**src/rtl/demux_struct.sv**
```systemverilog
// 1-to-4 demultiplexer with a gate-level select decoder and optional output register.
// REG_OUT = 1 gives one-cycle latency with hold on en = 0; REG_OUT = 0 is purely combinational.
module demux_struct #(
    parameter bit REG_OUT = 1'b1
) (
    input  logic       clk,
    input  logic       rst_n,
    input  logic       en,
    input  logic       d,
    input  logic [1:0] s,
    output logic [3:0] y,
    output logic       vld
);

    logic       s1_n;
    logic       s0_n;
    logic [3:0] dec;
    logic [3:0] nxt;

    not u_inv_s1 (s1_n, s[1]);
    not u_inv_s0 (s0_n, s[0]);

    and u_dec0 (dec[0], s1_n, s0_n);
    and u_dec1 (dec[1], s1_n, s[0]);
    and u_dec2 (dec[2], s[1], s0_n);
    and u_dec3 (dec[3], s[1], s[0]);

    // Each output is gated by d, so d = 0 clears every bit regardless of s.
    for (genvar k = 0; k < 4; k++) begin : g_gate
        and u_gate (nxt[k], dec[k], d);
    end

    if (REG_OUT) begin : g_reg
        always_ff @(posedge clk or negedge rst_n) begin
            if (!rst_n) begin
                y   <= '0;
                vld <= 1'b0;
            end else begin
                vld <= en;
                if (en) begin
                    y <= nxt;
                end
            end
        end
    end else begin : g_comb
        always_comb begin
            y   = en ? nxt : '0;
            vld = en;
        end
    end

endmodule

```
**config.mk**
```make
export PLATFORM = sky130hd
export DESIGN_NAME = demux_struct
export DESIGN_NICKNAME = d
export VERILOG_FILES = /design/src/rtl/demux_struct.sv
export SDC_FILE = /design/constraint.sdc
export NUM_CORES = 1
export LEC_CHECK = 0
export BUFFER_PORTS_ARGS = -buffer_cell sky130_fd_sc_hd__buf_4
export CELL_PAD_IN_SITES_DETAIL_PLACEMENT = 0
export CELL_PAD_IN_SITES_GLOBAL_PLACEMENT = 2
export CORE_AREA = 2 2 39 41
export CTS_CLUSTER_SIZE = 10
export DETAILED_ROUTE_END_ITERATION = 10
export DIE_AREA = 0 0 41 43
export GPL_TIMING_DRIVEN = 1
export PLACE_DENSITY_LB_ADDON = 0.1
export RECOVER_POWER = 100
export SYNTH_ARGS = -nofsm -noshare
export SYNTH_HDL_FRONTEND = slang
export SYNTH_SLANG_ARGS = --single-unit
```
**constraint.sdc**
```tcl
create_clock -name clk -period 0.8 [get_ports clk]
set_input_delay 0.08 -clock clk [delete_from_list [all_inputs] [get_ports clk]]
set_output_delay 0.08 -clock clk [all_outputs]
set_load 0.05 [all_outputs]
```
# Yosys cells after proc, flatten, opt, wreduce, memory -nomap -nowiden
# Cells that the tools add are included.
# op_classes
bitwise	10
# ops
operator	n
1-bit AND	8
1-bit inverter	2
# totals
reg_bits	5
out_inout_bits	5

# Logic depth before layout (Yosys ltp)
# logic_depth
word_depth	3
mapped_depth	2

# Worst setup path before layout
# OpenSTA, ideal clock, no wires.
# synth_path
path_kind	reg-to-reg
startpoint	register y[2] (netlist name)
endpoint	register y[2]
setup_ns	0.082
t_arrival_ns	0.828
required_time_ns	0.718
setup_slack_ns	-0.110
stages_incl_launch_ff	3
path_buffers	0
period_less_slack_ns	0.910
path_cell_list	dfrtp_1 inv_1 o22ai_1
# synth_rtl
element	line_no	rtl
to (signal assigned)	41	y <= nxt;
to (decl)	11	output logic [3:0] y,

# Worst setup path after layout
# layout_path
startpoint	register y[0]
endpoint	output port y[0]
# No word-level cell between the ends.

==> impl_metrics.yaml <==
setup_path:
  path_class: "reg2out"
  critPathLaunchType: "register"
  r2r_cells: 2
  crit_buf_inv: 1
  worstPathArrival_ns: 0.79
  cp.required_ns: 0.72
  path_delay_family: "flip-flops"
  r2r-start: "y[2]$_DFFE_PN0P_"
  worst_setup_path_end_kind: "primary output"
  cp_num_cells: 1
  crit_path_end: "y[0]"
  slowest_stage: "dfrtp_2"
  worst-r2r-setup-slack_ns: 0.14
  r2r-end: "y[2]$_DFFE_PN0P_"
  critPathLaunch: "y[0]$_DFFE_PN0P_"
  slowest_delay_ns: 0.40
  worstPathCellList: "buf_6"
  crit_path_max_fanout: 2
yosys:
  async_flop_share_pct: 100
  syn-instance-count: 17
  synth_cell_types: 5
  synth.most_common_cell: "dfrtp_1"
  ys_warn_count: 0
  ys_seq_area_share_pct: 67.6
  synthTopCellsByCount: "dfrtp_1, inv_1, o22ai_1, nand2_1, nand2b_1"
  syn_avg_cell_area_um2: 10.9
  synth.cell_area_um2: 185
  synth_area_leader_cell: "dfrtp_1"
  synth_edf_count: 0
  synth_fp_nets: 23
  synthTopCellsByArea: "dfrtp_1, o22ai_1, inv_1, nand2b_1, nand2_1"
  dominantRegCellSynth: "dfrtp_1"
  yosys_register_bits: 5
  yosysTopAreaCellShare_pct: 67.6
global_route:
  grt_pass1_wl_um: 807
  track_usage_pct: 7.67
  grt_pass1_vias: 178
  grt_overflow_total: 0
  grt_max_degree: 8
  antenna_found_initial: 0
sta:
  period_minus_slack_ns: 0.873
  fin_skew_ns: 0
  tns_ns: -0.304
  drv_slew: 0
  slew_headroom_pct: 79.5
  rsz0062_at_grt: "yes"
  worstMarginPinSlew_ns: 0.308
  max_freq_mhz: 1150
  hold_viol_final: 0
  period_share_pct: 109
  setup_viol: 5
  layout_setup_ws_ns: -0.0725
placed_design:
  dp_cells: 43
  dp_hpwl_um: 376
  io_buffer_count: 10
  place_congestion: 0.652
  place_area_um2: 285
  place_worst_setup_slack_ns: 0.152
cells_and_area:
  area_growth_pct: 85.8
  layout-drive-gt1-share_pct: 48.5
  antenna_cells: 0
  final_cells: 49
  finalInstanceArea_um2: 344
  fin_util_pct: 24.9
  nets: 40
  fillers: 159
detailed_routing:
  first_pass_iters: 2
  wirelength_um: 476
  drc: 0
  via_per_inst: 3.61
  dr.first_iter.drc_count: 6
  drtAntennaViolNets: 0
  vias: 177
  avgRoutedWirePerCell_um: 9.71
power:
  p_clk_share_pct: 41.1
  p_leak_nw: 0.153
  pwr-share-comb_pct: 19.5
  power_switching_uw: 194
  p_sw_share_pct: 27.4
  power_frac_seq_pct: 39.3
  ir_drop_v: 0.000611
  p_int_uw: 515
  p_per_area_nw_per_um2: 2060
clocking:
  cts_buffers: 3
  clkSinkCount: 5
  clock_path_buffers: 2
  clock-root-buffer: "clkbuf_4"
  post_cts_buffers: 0
  htree_levels: 1
  clkTransAtPathRegs_ns: 0.05
  insertion_delay_ns: 0.24
  tritoncts: "yes"
outcome:
  status: "finished, violations left"
  violations: "negative setup slack"
run:
  max_cap_viol_count: 0
die:
  die_h_um: 43
  initial_utilization_pct: 13.4
  rows: 14
  die_area_um2: 1760
  io_pins: 11
  die_w_um: 41
  core_area_um2: 1380
worst_hold_path:
  hp-class: "in2reg"
## cells by family (layout without fill, tap and decap cells)
kind of cell | count (synthesis) | in the layout | synth area share, %
flip-flops | 5 | 5 | 67.6
AO/OA/AOI/OAI | 4 | 4 | 13.5
buffers and inverters | 4 | 20 | 8.11
AND/OR/NAND/NOR | 4 | 4 | 10.8
## per-stage QoR
step                power [mW]  hold WS (ns)
floorplan                0.350        -0.216
finish                   0.708         0.129
global placement         0.407        -0.112
global route             0.757         0.152
detailed placement       0.408        -0.110
CTS                      0.733        0.0723
## power groups by stage
stage	combinational [mW]	clock, mW	sequential [mW]
CTS	0.145	0.310	0.279
detailed placement	0.128	0	0.280
floorplan	0.0191	0	0.331
finish	0.138	0.291	0.279
global placement	0.128	0	0.279
global route	0.150	0.327	0.280
## timing repair
| action | 4_1_cts | 5_1_grt |
|---|---|---|
| pin swaps | 0 | 0 |
| hold buffers | 2 | 0 |
| setup endpoints to repair | 5 | 5 |
| gates resized for setup | 5 | 0 |
| endpoints found under the hold margin | 6 | 0 |
## metal layers
metal  up-vias  part of all wire [%]  wire length, µm  track usage [%]
met1        82                    45              216             8.82
met5         -                     0                0                0
met4         0                   2.1               10             10.0
met2         6                    46              220             8.75
li1         87                     -                -                -
met3         2                   5.9               28             3.14
## how the worst min path moves through the flow
stage	from	to	slack [ns]	cells after the start
after floorplan	rst_n	vld$_DFF_PN0_	-0.22	0
after global placement	rst_n	y[0]$_DFFE_PN0P_	-0.11	1
after detailed placement	rst_n	y[0]$_DFFE_PN0P_	-0.11	1
after CTS	en	y[0]$_DFFE_PN0P_	0.07	2
after global routing	en	y[3]$_DFFE_PN0P_	0.15	2
final	en	y[0]$_DFFE_PN0P_	0.13	2
## sequential cells by signal (all words and copies together) (netlist names)
register	cells
vld	1
y	4
## cell type report
cell class | count | area [µm²] | share of cell area, %
well taps | 16 | 20.0 | 5.82
multi-input cells | 8 | 45.0 | 13.1
inverters | 4 | 15.0 | 4.36
flip-flops and latches | 5 | 130 | 37.8
clock buffers | 4 | 26.3 | 7.64
repair buffers | 12 | 108 | 31.3
## placed cells by master (no fill, tap or decap)
| cell type | count |
|---|---|
| o22ai_1 | 4 |
| buf_6 | 5 |
| nand2b_1 | 2 |
| buf_4 | 3 |
| dfrtp_1 | 1 |
| dfrtp_2 | 4 |
| clkbuf_4 | 3 |
| nand2_1 | 2 |
| inv_1 | 4 |
| clkbuf_2 | 1 |
| dlygate4sd3_1 | 2 |
| clkbuf_1 | 2 |
Power figures use the tool's default switching activity.
